**config.mk**
```make
export PLATFORM = sky130hd
export DESIGN_NAME = seg7_capture_decoder_flat
export DESIGN_NICKNAME = d
export VERILOG_FILES = /design/src/rtl/seg7_capture_decoder_pkg.sv /design/src/rtl/seg7_capture_decoder_if.sv /design/src/rtl/seg7_capture_decoder_segment_decoder.sv /design/src/rtl/seg7_capture_decoder.sv /design/src/flat_wrapper.sv
export SDC_FILE = /design/constraint.sdc
export NUM_CORES = 1
export LEC_CHECK = 0
export CAP_MARGIN = 20
export CELL_PAD_IN_SITES_DETAIL_PLACEMENT = 2
export CELL_PAD_IN_SITES_GLOBAL_PLACEMENT = 2
export CORE_MARGIN = 2
export CORE_UTILIZATION = 36
export DETAILED_ROUTE_END_ITERATION = 7
export GPL_TIMING_DRIVEN = 0
export MAX_ROUTING_LAYER = met4
export PLACE_DENSITY = 0.88
export SETUP_SLACK_MARGIN = 0.5
export SLEW_MARGIN = 20
export SYNTH_ARGS = -nofsm -noshare
export SYNTH_HDL_FRONTEND = slang
export SYNTH_HIERARCHICAL = 1
export SYNTH_SLANG_ARGS = --single-unit
```
**constraint.sdc**
```tcl
create_clock -name clk_i -period 3.1 [get_ports clk_i]
set_input_delay 0.62 -clock clk_i [delete_from_list [all_inputs] [get_ports clk_i]]
set_output_delay 0.62 -clock clk_i [all_outputs]
set_load 0.005 [all_outputs]
```
**src/rtl/seg7_capture_decoder_pkg.sv**
```systemverilog
// Shared 7-segment definitions: capture FSM states and the active-low glyph table
// that both the display encoder and the readback decoder use.
package seg7_pkg;

  typedef enum logic [1:0] {IDLE, SETTLE, DONE} cap_state_t;

  localparam int NUM_DIGITS = 6;
  localparam int SEG_W      = 7;
  localparam int NIB_W      = 4;

  // Index is the hex value, entry is the gfedcba pattern (0 = segment lit).
  localparam logic [6:0] SEG7_LUT [16] = '{
    7'h40, 7'h79, 7'h24, 7'h30, 7'h19, 7'h12, 7'h02, 7'h78,
    7'h00, 7'h18, 7'h08, 7'h03, 7'h46, 7'h21, 7'h06, 7'h0E
  };

  function automatic logic [6:0] seg7_encode(input logic [3:0] nibble);
    return SEG7_LUT[nibble];
  endfunction

endpackage

```
**src/rtl/seg7_capture_decoder_if.sv**
```systemverilog
// Capture request / result handshake bundle between a requester and the readback decoder.
interface seg7_capture_decoder_if;
  import seg7_pkg::*;

  logic [NUM_DIGITS*SEG_W-1:0] seg_i;
  logic                        capture_i;
  logic                        ready_i;
  logic [NUM_DIGITS*NIB_W-1:0] value_o;
  logic                        valid_o;
  logic [NUM_DIGITS-1:0]       err_mask_o;
  logic                        timeout_o;
  logic                        busy_o;

  modport master (
    output seg_i, capture_i, ready_i,
    input  value_o, valid_o, err_mask_o, timeout_o, busy_o
  );

  modport slave (
    input  seg_i, capture_i, ready_i,
    output value_o, valid_o, err_mask_o, timeout_o, busy_o
  );

endinterface

```
**src/rtl/seg7_capture_decoder_segment_decoder.sv**
```systemverilog
// One digit: active-low 7-segment pattern back to a hex nibble; unknown glyphs
// (blank included) decode to 0 and raise invalid.
module seg7_segment_decoder
  import seg7_pkg::*;
(
  input  logic [SEG_W-1:0] seg,
  output logic [NIB_W-1:0] nibble,
  output logic             invalid
);

  always_comb begin
    nibble  = '0;
    invalid = 1'b1;
    for (int i = 0; i < 16; i++) begin
      if (seg == SEG7_LUT[i]) begin
        nibble  = NIB_W'(i);
        invalid = 1'b0;
      end
    end
  end

endmodule

```
**src/rtl/seg7_capture_decoder.sv**
```systemverilog
// Readback monitor for the 6-digit display bus: waits for the segments to settle,
// decodes them to a 24-bit hex value and hands it over on a valid/ready handshake.
module seg7_capture_decoder
  import seg7_pkg::*;
#(
  parameter int STABLE_CYCLES = 4,
  parameter int TIMEOUT       = 256
)(
  input  logic                  clk_i,
  input  logic                  rst_i,
  seg7_capture_decoder_if.slave bus
);

  localparam int SEG_BITS = NUM_DIGITS * SEG_W;
  localparam int VAL_BITS = NUM_DIGITS * NIB_W;
  localparam int TMO_W    = $clog2(TIMEOUT + 1);

  localparam logic [8:0]     STAB_LAST = STABLE_CYCLES[8:0];
  localparam logic [TMO_W:0] TMO_LAST  = TIMEOUT[TMO_W:0];

  cap_state_t state, state_nxt;

  logic [SEG_BITS-1:0]   seg_q;
  logic [7:0]            stab_cnt;
  logic [TMO_W-1:0]      tmo_cnt;
  logic [VAL_BITS-1:0]   dec_value;
  logic [NUM_DIGITS-1:0] dec_err;
  logic                  seg_same;
  logic                  stable_hit;
  logic                  tmo_hit;
  logic                  finish;

  for (genvar g = 0; g < NUM_DIGITS; g++) begin : g_digit
    seg7_segment_decoder u_dec (
      .seg     (seg_q[g*SEG_W +: SEG_W]),
      .nibble  (dec_value[g*NIB_W +: NIB_W]),
      .invalid (dec_err[g])
    );
  end

  // Stability wins over timeout when both land on the same edge.
  assign seg_same   = (bus.seg_i == seg_q);
  assign stable_hit = seg_same && (({1'b0, stab_cnt} + 9'd1) == STAB_LAST);
  assign tmo_hit    = (({1'b0, tmo_cnt} + 1'b1) == TMO_LAST);
  assign finish     = (state == SETTLE) && (stable_hit || tmo_hit);

  always_ff @(posedge clk_i or negedge rst_i) begin
    if (!rst_i) begin
      state <= IDLE;
    end else begin
      state <= state_nxt;
    end
  end

  always_comb begin
    state_nxt = state;
    unique case (state)
      IDLE:    if (bus.capture_i)          state_nxt = SETTLE;
      SETTLE:  if (stable_hit || tmo_hit)  state_nxt = DONE;
      DONE:    if (bus.ready_i)            state_nxt = IDLE;
      default:                             state_nxt = IDLE;
    endcase
  end

  always_comb begin
    bus.valid_o = (state == DONE);
    bus.busy_o  = (state != IDLE);
  end

  always_ff @(posedge clk_i or negedge rst_i) begin
    if (!rst_i) begin
      seg_q    <= '0;
      stab_cnt <= '0;
      tmo_cnt  <= '0;
    end else begin
      unique case (state)
        IDLE: begin
          if (bus.capture_i) begin
            seg_q    <= bus.seg_i;
            stab_cnt <= '0;
            tmo_cnt  <= '0;
          end
        end
        SETTLE: begin
          seg_q    <= bus.seg_i;
          tmo_cnt  <= tmo_cnt + 1'b1;
          stab_cnt <= seg_same ? stab_cnt + 8'd1 : 8'd0;
        end
        default: ;
      endcase
    end
  end

  // Result registers only move on completion, so they stay readable after the handshake.
  always_ff @(posedge clk_i or negedge rst_i) begin
    if (!rst_i) begin
      bus.value_o    <= '0;
      bus.err_mask_o <= '0;
      bus.timeout_o  <= 1'b0;
    end else if (finish) begin
      bus.value_o    <= dec_value;
      bus.err_mask_o <= dec_err;
      bus.timeout_o  <= !stable_hit;
    end
  end

endmodule
```
**src/flat_wrapper.sv**
```systemverilog
// flat-port wrapper written by rule: the top's interface ports become plain ports
module seg7_capture_decoder_flat import seg7_pkg::*;
#(
  parameter int STABLE_CYCLES = 4,
  parameter int TIMEOUT       = 256
)
  (clk_i, rst_i, bus_seg_i, bus_capture_i, bus_ready_i, bus_value_o, bus_valid_o, bus_err_mask_o, bus_timeout_o, bus_busy_o);
  seg7_capture_decoder_if bus_i ();
  input  logic clk_i;
  input  logic rst_i;
  input wire logic [$bits(bus_i.seg_i)-1:0] bus_seg_i;
  input wire logic [$bits(bus_i.capture_i)-1:0] bus_capture_i;
  input wire logic [$bits(bus_i.ready_i)-1:0] bus_ready_i;
  output wire logic [$bits(bus_i.value_o)-1:0] bus_value_o;
  output wire logic [$bits(bus_i.valid_o)-1:0] bus_valid_o;
  output wire logic [$bits(bus_i.err_mask_o)-1:0] bus_err_mask_o;
  output wire logic [$bits(bus_i.timeout_o)-1:0] bus_timeout_o;
  output wire logic [$bits(bus_i.busy_o)-1:0] bus_busy_o;
  assign bus_i.seg_i = bus_seg_i;
  assign bus_i.capture_i = bus_capture_i;
  assign bus_i.ready_i = bus_ready_i;
  assign bus_value_o = bus_i.value_o;
  assign bus_valid_o = bus_i.valid_o;
  assign bus_err_mask_o = bus_i.err_mask_o;
  assign bus_timeout_o = bus_i.timeout_o;
  assign bus_busy_o = bus_i.busy_o;
  seg7_capture_decoder #(.STABLE_CYCLES(STABLE_CYCLES), .TIMEOUT(TIMEOUT)) u_core (.clk_i(clk_i), .rst_i(rst_i), .bus(bus_i));
endmodule
```
Word-level counts from Yosys, hierarchy flattened
Index checks and enable logic that the tools add are counted.

storage, ports and cells
  memory bits (read-only) = 0
  logic and storage cells = 321
  memories = 0
  latch bits = 0
  RAM bits = 0
  bits in registers = 92

cells by class
  divide/modulo/power cells = 0
  bitwise gates (word level) = 0
  multiplexer cells = 197
  eq/ne operators = 98
  shift-type cells = 0
  reduce and logical (&&, ||, !) cells = 15
  order comparisons = 0
  multipliers = 0
  $add $sub $neg = 4

operators by type and width
  kind                                                   number
  2-to-1 mux 4 bit                                       84
  equality test 7 bit (second input constant)            24
  equality test 7 x 5 -> 1 bit (second input constant)   18
  equality test 7 x 6 -> 1 bit (second input constant)   18
  2-to-1 mux 1 bit                                       102
  equality test 7 x 2 -> 1 bit (second input constant)   12
  equality test 7 x 4 -> 1 bit (second input constant)   12
  one-hot mux 42 bit (2 select lines)                    1
  equality test 42 bit                                   1
  equality test 7 x 3 -> 1 bit (second input constant)   6
  logical NOT 7 bit                                      6
  2-to-1 mux 42 bit                                      1
  one-hot mux 9 bit (2 select lines)                     1
  2-to-1 mux 8 bit                                       2
  one-hot mux 8 bit (2 select lines)                     1
  adder 9 x 1 -> 10 bit (second input constant)          1
  equality test 10 x 9 -> 1 bit (second input constant)  1
  adder 8 x 1 -> 9 bit (second input constant)           1
  adder 9 x 1 -> 9 bit (second input constant)           1
  equality test 9 x 3 -> 1 bit (second input constant)   1
  2-to-1 mux 9 bit                                       1
  adder 8 x 1 -> 8 bit (second input constant)           1
  2-to-1 mux 2 bit                                       3
  inequality test 2 bit (second input constant)          3
  10 further kinds                                       12

Depth between registers and ports, before layout
Gate-level depths: netlist (run 1).

  depth in word-level cells = 17
  mapped depth = 7
  mapped depth without buffers = 6

By module
The synthesis (run 1) kept the hierarchy.

by module, submodules not included
  module                area each (um^2)  seq. area each (um^2)  cells each  instances
  seg7_capture_decoder  4311.6            2302.2                 330         1
  seg7_segment_decoder  345.3             0.0                    54          6

Worst setup path after synthesis (run 1)
Ideal clock, no wire load.

  path kind = input port to flip-flop
  start = input bus_seg_i[34]
  end = register u_core.bus.err_mask_o[0]
  cell stages on the path = 7
  arrival = 2.328 ns
  setup time = 0.125 ns
  required time = 2.975 ns
  setup slack = 0.647 ns
  cell sequence = xor2_1 -> nor4_1 -> nand3_1 -> or2_4 -> o41ai_4 -> buf_6 -> mux2_4

on the way
  longest elaborated chain between the ends = 4

ends and longest elaborated chain
  element               line                           source
  start, declared       flat_wrapper.sv:11             input wire logic [$bits(bus_i.seg_i)-1:0] bus_seg_i;
  equality test 42 bit  seg7_capture_decoder.sv:42     assign seg_same = (bus.seg_i == seg_q);
  logical AND 1 bit     seg7_capture_decoder.sv:43     assign stable_hit = seg_same && (({1'b0, stab_cnt} + 9'd1) == STAB_LAST);
  logical OR 1 bit      seg7_capture_decoder.sv:45     assign finish = (state == SETTLE) && (stable_hit || tmo_hit);
  logical AND 1 bit     seg7_capture_decoder.sv:45
  end signal, assigned  seg7_capture_decoder.sv:102    bus.err_mask_o <= dec_err;
  end, declared         seg7_capture_decoder_if.sv:21  output value_o, valid_o, err_mask_o, timeout_o, busy_o

Every way passes these cells.
A chain may end at the register's enable or synchronous reset.

Final worst setup path (run 1)
  start = register u_core.seg_q[4]
  end = register u_core.bus.value_o[12]

on the way
  longest elaborated chain between the ends = 4

ends and longest elaborated chain
  element                 line                           source
  start, declared         seg7_capture_decoder.sv:23     logic [SEG_BITS-1:0] seg_q;
  start signal, assigned  seg7_capture_decoder.sv:79     seg_q <= bus.seg_i;
  start signal, assigned  seg7_capture_decoder.sv:85     seg_q <= bus.seg_i;
  equality test 42 bit    seg7_capture_decoder.sv:42
  logical AND 1 bit       seg7_capture_decoder.sv:43
  logical OR 1 bit        seg7_capture_decoder.sv:45
  logical AND 1 bit       seg7_capture_decoder.sv:45
  end signal, assigned    seg7_capture_decoder.sv:101    bus.value_o <= dec_value;
  end, declared           seg7_capture_decoder_if.sv:21

Every way passes these cells.

==> results of run 1 <==
==> layout by cell type, fill, tap and decap left out, drive strengths merged, types with 7 or more instances in the layout <==
| cell type | synthesis | routed |
|---|---|---|
| dfrtp | 92 | 92 |
| buf | 39 | 74 |
| mux2 | 72 | 72 |
| xor2 | 47 | 47 |
| nand2 | 44 | 44 |
| clkdlybuf4s50 | 0 | 40 |
| nor2 | 36 | 36 |
| clkbuf | 13 | 36 |
| nor2b | 28 | 28 |
| nor4 | 19 | 19 |
| nand3 | 18 | 18 |
| o21ai | 17 | 17 |
| and3 | 16 | 16 |
| nand4 | 14 | 14 |
| inv | 14 | 14 |
| dlygate4sd2 | 0 | 13 |
| nand3b | 13 | 13 |
| a22oi | 12 | 12 |
| nor3b | 12 | 12 |
| o32ai | 12 | 12 |
| xnor2 | 10 | 10 |
| or2 | 10 | 10 |
| clkdlybuf4s15 | 0 | 10 |
| nand2b | 8 | 8 |
| o31ai | 8 | 8 |
| a21oi | 8 | 8 |
| a31oi | 7 | 7 |
| nor3 | 7 | 7 |
| o211ai | 7 | 7 |
| or4 | 7 | 7 |
| or3 | 7 | 7 |
==> final timing paths <==
check / from / to / slack [ps] / cells after the start
worst max-delay path: u_core/seg_q[4]$_DFFE_PN0P_ / u_core/bus.value_o[12]$_DFFE_PN0P_ / 390 / 9
worst min-delay path: rst_i / u_core/bus.err_mask_o[5]$_DFFE_PN0P_ / 110 / 1
worst max register to register: u_core/seg_q[4]$_DFFE_PN0P_ / u_core/bus.value_o[12]$_DFFE_PN0P_ / 390 / 9
worst min register to register: u_core/bus.value_o[22]$_DFFE_PN0P_ / u_core/bus.value_o[22]$_DFFE_PN0P_ / 510 / 1
max in group asynchronous: rst_i / u_core/seg_q[24]$_DFFE_PN0P_ / 2310 / 2
min in group clk_i: u_core/bus.value_o[22]$_DFFE_PN0P_ / u_core/bus.value_o[22]$_DFFE_PN0P_ / 510 / 1
==> critical path, stage by stage (launching register included) <==
cell,delay (ps)
dfrtp_2,460
xor2_2,210
nor4_4,430
nand3_2,160
or2_4,270
o41ai_4,300
buf_6,200
buf_12,130
buf_12,130
mux2_4,300
==> power by group <==
group          switching (mW)  total (mW)  internal [mW]
clock                   0.547        1.22          0.669
combinational           0.771        1.45          0.674
sequential              0.218        1.61           1.39
total                    1.54        4.27           2.73
==> cell families (layout without fill, tap and decap cells) <==
group / after synthesis / after routing / synth area share [%]
and+or+nand+nor: 258 / 258 / 23.23
AOI/OAI and AO/OA: 101 / 101 / 11.62
DFF: 92 / 92 / 36.06
muxes: 78 / 78 / 15.35
adders and majority gates: 2 / 2 / 0.3919
other: 0 / 1 / 0
xor gates and xnor gates: 57 / 57 / 7.820
buffers and inverters: 66 / 191 / 5.527
==> state kept, by name, summed over array words and instances (netlist names) <==
signal                 cells
u_core/seg_q              42
u_core/bus.value_o        24
u_core/tmo_cnt             9
u_core/stab_cnt            8
u_core/bus.err_mask_o      6
u_core/state               2
u_core/bus.timeout_o       1
==> metal layers <==
layer	GRT usage, %	part of all wire (%)	up-vias
met4	13.17	4.3	0
met1	32.95	40	3231
met2	48.51	52	195
met3	4.778	4.3	83
met5	-	0	-
li1	-	-	2609
==> metrics by stage <==
stage | TNS [ps] | utilization (%) | cells | setup WS, ps
final | 0 | 47.92 | 1005 | 392.2
after CTS | 0 | 47.02 | 992 | 489.3
after global placement | -218830 | 43.05 | 957 | -2191
after detailed placement | -18810 | 43.21 | 958 | -590.6
after global routing | 0 | 47.92 | 1005 | 339.4
after floorplan | 0 | - | 654 | 647.4
==> timing repair <==
item                       CTS  global route
hold buffers                 0             0
pin swaps                   18            13
gates cloned                 1             1
setup endpoints to repair   40            38
buffers inserted            17            11
gates resized for setup    103            36
==> cell type report <==
class,instances,area [sq um],area share [%]
Multi-Input combinational cell,496,3979,48.00
Sequential cell,92,2315,27.92
Timing Repair Buffer,109,1033,12.47
Buffer,52,321.6,3.879
Tap cell,225,281.5,3.396
Clock buffer,12,256.5,3.094
Inverter,14,52.55,0.6340
Clock inverter,4,47.55,0.5736
Antenna cell,1,2.502,0.03019
==> summary.md, run 1 <==
| Metric | Value |
|---|---|
| # port buffers | 78 |
| Seq/Total Area, Yosys | 36.06% |
| Vias/cell | 6.088 |
| Slew @ Worst Pin | 732.6 ps |
| Endpoints failing setup | 0 |
| CP Data Required Time | 3350 ps |
| Fill cell count | 1774 |
| Max_slew headroom | 51.16% |
| Antenna violations before repair | 1 |
| Synthesis-stage register bit count | 92 |
| Most common cell in the synthesized netlist | dfrtp_1 |
| Worst-Skew Late Latency | 370 ps |
| Vias after detailed routing | 6118 |
| Drt first-iter violations | 367 |
| Drt pass-1 iters | 5 |
| Final Net Count | 822 |
| Area Growth Syn to Fin | 29.85% |
| Clk slew on worst S/H paths | 80 ps |
| Leakage | 3.428 nW |
| Mean post-synth cell area | 9.761 sq um |
| Max-Cap Viols | 0 |
| Top cells by count, synth | dfrtp_1, xor2_1, nand2_1, mux2_2, nor2_1 |
| Yosys top cell by area | dfrtp_1 |
| Top_reg_cell synth | dfrtp_1 |
| Drt drc | 0 |
| Cells after synthesis | 654 |
| Final ANT Viol Nets | 0 |
| Share of layout cells above drive strength 1 | 30.42% |
| Post-synthesis cell area | 0.006384 sq mm |
| GRT overflow | 0 |
| CTS tree | yes |
| Status | complete, no violations |
| Async S/R FF share, synth | 100.0% |
| # IOs | 79 |
| Fin. Hold Viols | 0 |
| Per-cell routed wire length | 27.63 microns |
| Clock Sinks | 92 |
| Minimum clock period | 2708 ps |
| Crit-path max FO | 5 |
| Dpl hpwl | 15600 microns |
| Largest net degree at the start of global routing | 69 |
| Initial Utilization | 36.91% |
| Syn_nets | 702 |
| CP Class | reg -> reg |
| Post-route design area | 0.008289 sq mm |
| CORE AREA | 0.01730 sq mm |
| Max VDD drop | 291.1 uV |
| Unrepaired setup endpoints after global routing | yes |
| Fin crit share | 87.35% |
| Final wirelength | 27770 microns |
| Fin Clk Skew | 17.33 ps |
| Synth cell types | 48 |
| Yosys Warn Count | 6 |
| Gr usage total | 28.56% |
| Post-synth EDFFs | 0 |
| Share of Yosys cell area claimed by the top area cell type | 36.06% |
| CTS Buf Count | 9 |
| Max-slew violations | 0 |
| Power Density | 514.9 mW/mm^2 |
| Post-place instance area | 0.007475 sq mm |
| Routability Congestion | 0.9119 |
| Worst min path class | in -> async |
| Fin Hold WS | 109.7 ps |
| Full die area | 0.01881 sq mm |
| # rows | 48 |
| Die H | 137.2 microns |
| Die width | 137.2 microns |
| H-tree levels | 3 |
| Area contributors post-synth | dfrtp_1, mux2_2, mux2_4, xor2_1, nor2b_1 |
| Clock Tree Root | clkbuf_16 |
| First-pass GRT wire length | 39050 microns |
| CP startpoint kind | flop |
| Critical Path Sink Type | flop |
| Worst Path Arrival | 2960 ps |
| Pwr Total | 4.268 mW |
| Maximum clock frequency | 369.3 MHz |
| Vias in the first global route | 6581 |
| Clock Path Buffers | 2 |
Note: power is estimated with default switching activity, not from simulation.
==> run 2, diff against run 1 <==
- ABC_AREA: default -> 1
- CORE_UTILIZATION: 36 -> 31
==> run 2 against run 1 <==
Clock-buffer cell count rose by 2; critical path depth rose by 3; global-route usage shrank 6.0 points; hold slack lost 11 ps; non-clock buffer count shrank 61; maximum frequency increased by 12%; design area fell by 7.4%; flip-flop and latch count is the same; worst setup slack better by 300 ps; total power decreased by 6.1%; sequential share of layout area rose by 2.1 points; critical path type is now in -> reg.
==> summary.md, run 2 <==
| Metric | Value |
|---|---|
| Worst Path Arrival | 2660 ps |
| Clock Tree Root | clkbuf_16 |
| Cells along the critical path | clkdlybuf4s50_1 > xnor2_1 > nand2_1 > nor2_1 > nand2_1 > nor2_1 > nand3_2 > nand2_4 > nand2_4 > buf_6 > nand2_1 > nand2_1 |
| Largest regs | u_core/seg_q x42, u_core/bus.value_o x24, u_core/tmo_cnt x9 |
| Final Net Count | 1081 |
| Worst-Skew Late Latency | 360 ps |
| # port buffers | 78 |
| Post-route design area | 0.007676 sq mm |
| Drt pass-1 iters | 4 |
| Cells after synthesis | 943 |
| Fill cell count | 2360 |
| CORE AREA | 0.01959 sq mm |
| Reg2reg start | u_core/tmo_cnt[0]$_DFFE_PN0P_ |
| Die H | 145.8 microns |
| Commonest non-fill, non-tap cell in the layout | nand2_1 |
| Top_reg_cell synth | dfrtp_1 |
| Post-synth EDFFs | 0 |
| Metal2 WL | 12000 microns |
| Clock Sinks | 92 |
| Post-place instance area | 0.007373 sq mm |
| Max_slew headroom | 51.10% |
| Unrepaired setup endpoints after global routing | no |
| CP Class | in -> reg |
| Capturing point of the worst reg2reg path | u_core/bus.value_o[20]$_DFFE_PN0P_ |
| CTS Buf Count | 9 |
| Full die area | 0.02125 sq mm |
| Gr usage total | 22.58% |
| Most frequent CP cell | nand2_1 |
| Yosys top cell by area | dfrtp_1 |
| Share of Yosys cell area claimed by the top area cell type | 36.94% |
| Endpoints failing setup | 0 |
| Crit. Startpoint | bus_seg_i[9] |
| Pre-CTS WS | 220.8 ps |
| Per-cell routed wire length | 17.46 microns |
| Fin. Hold Viols | 0 |
| Clock Path Buffers | 2 |
| Worst stage delay on the critical path | 520 ps |
| Final wirelength | 22750 microns |
| # diodes | 0 |
| Largest net degree at the start of global routing | 74 |
| Reg-to-reg slack, setup | 890 ps |
| Crit-path max FO | 10 |
| Post-route met1 wirelength | 9950 microns |
| Dpl hpwl | 17120 microns |
| # IOs | 79 |
| Antenna violations before repair | 0 |
| CTS tree | yes |
| Routability Congestion | 0.8386 |
| Syn_nets | 991 |
| Synthesis-stage register bit count | 92 |
| CP Data Required Time | 3350 ps |
| Max reg flops | 42 |
| Seq/Total Area, Yosys | 36.94% |
| Vias in the first global route | 7239 |
| Yosys Warn Count | 6 |
| Post-synthesis cell area | 0.006232 sq mm |
| Top sig layer | met4 |
| Slowest cell on crit path | clkdlybuf4s50_1 |
| Setup crit end | u_core/bus.value_o[20]$_DFFE_PN0P_ |
| Vias after detailed routing | 6547 |
| GRT overflow | 0 |
| Clk slew on worst S/H paths | 80 ps |
| H-tree levels | 3 |
| Leakage | 3.780 nW |
| Met3 Wirelength | 489 microns |
| CP startpoint kind | input pin |
| Mean post-synth cell area | 6.609 sq um |
| Drt first-iter violations | 192 |
| First-pass GRT wire length | 37590 microns |
| Final ANT Viol Nets | 0 |
| Fin crit share | 77.81% |
| Async S/R FF share, synth | 100.0% |
| Die width | 145.8 microns |
| Maximum clock frequency | 414.6 MHz |
| Post-route setup slack | 687.8 ps |
| Status | complete, no violations |
| Initial Utilization | 31.81% |
| Most common cell in the synthesized netlist | nand2_1 |
| Most frequent cells in the layout | nand2_1, dfrtp_1, nand3_1 |
| Fin Hold WS | 98.52 ps |
| Slew @ Worst Pin | 733.6 ps |
| Max-Cap Viols | 0 |
| Area contributors post-synth | dfrtp_1, nand2_1, nand3_1, nor2_1, inv_1 |
| Biggest register | u_core/seg_q |
| Max-slew violations | 0 |
| Power Density | 521.9 mW/mm^2 |
| Worst min path class | in -> async |
| # rows | 51 |
| Final core occ | 39.18% |
| Area Growth Syn to Fin | 23.17% |
| Hold_buf cts | 0 |
| Share of layout cells above drive strength 1 | 13.87% |
| Minimum clock period | 2412 ps |
| Critical Path Sink Type | flop |
| Vias/cell | 5.025 |
| Synth cell types | 27 |
| Drt drc | 0 |
| Max VDD drop | 274.4 uV |
| Top cells by count, synth | nand2_1, dfrtp_1, nand3_1, nor2_1, inv_1 |
| Fin Clk Skew | 13.33 ps |
| R2R cell count | 11 |
==> run 2: worst min path at each step <==
stage | startpoint | cells past startpoint | endpoint | slack (ps)
after global routing | rst_i | 1 | u_core/seg_q[15]$_DFFE_PN0P_ | 110
after floorplan | rst_i | 0 | u_core/bus.err_mask_o[0]$_DFFE_PN0P_ | 320
after global placement | u_core/bus.value_o[1]$_DFFE_PN0P_ | 2 | u_core/bus.value_o[1]$_DFFE_PN0P_ | 460
after detailed placement | u_core/bus.value_o[1]$_DFFE_PN0P_ | 2 | u_core/bus.value_o[1]$_DFFE_PN0P_ | 460
after CTS | rst_i | 1 | u_core/seg_q[15]$_DFFE_PN0P_ | 100
final | rst_i | 1 | u_core/seg_q[15]$_DFFE_PN0P_ | 100
==> run 2: kinds of logic after synthesis <==
kind of cell / count (synthesis) / synth area share, %
flip-flops: 92 / 36.94
XOR/XNOR: 28 / 3.935
AND/OR/NAND/NOR: 610 / 43.73
AO/OA/AOI/OAI: 68 / 5.822
buffers and inverters: 143 / 9.175
adder cells (fa/ha/maj): 2 / 0.4015
==> run 2: power by group <==
part / switching [mW] / internal [mW] / total [mW]
logic: 0.714 / 0.478 / 1.19
clock network: 0.526 / 0.636 / 1.16
registers: 0.256 / 1.40 / 1.65
==> run 2: per-layer routing <==
metal / global-route usage (%) / up-vias
met3: 2.351 / 18
li1: - / 3164
met5: - / -
met4: 5.882 / 0
met2: 40.90 / 69
met1: 26.68 / 3296
==> run 2: final cells by class <==
class	instances	area [sq um]	area share, %
Multi-Input combinational cell	708	3361	43.78
Sequential cell	92	2302	29.99
Timing Repair Buffer	79	809.5	10.55
Inverter	122	457.9	5.966
Tap cell	265	331.6	4.319
Clock buffer	14	284.0	3.700
Buffer	21	113.9	1.483
Clock inverter	2	16.27	0.2119
==> run 2: timing repair <==
item	4_1_cts	5_1_grt
setup buffers	0	0
gates resized for setup	0	1
endpoints found under the setup margin	0	3
==> run 2: critical path, delay by kind of cell <==
family	cells	cell delay [ps]
AND/OR/NAND/NOR	9	1160
buffers and inverters	2	710
XOR/XNOR	1	160
==> run 2: through the flow <==
stage,std cells,setup TNS [ps],total power [mW]
floorplan,943,0,2.303
global placement,1286,-222350,2.774
detailed placement,1287,0,2.857
CTS,1303,0,4.065
global route,1303,0,4.266
finish,1303,0,4.006
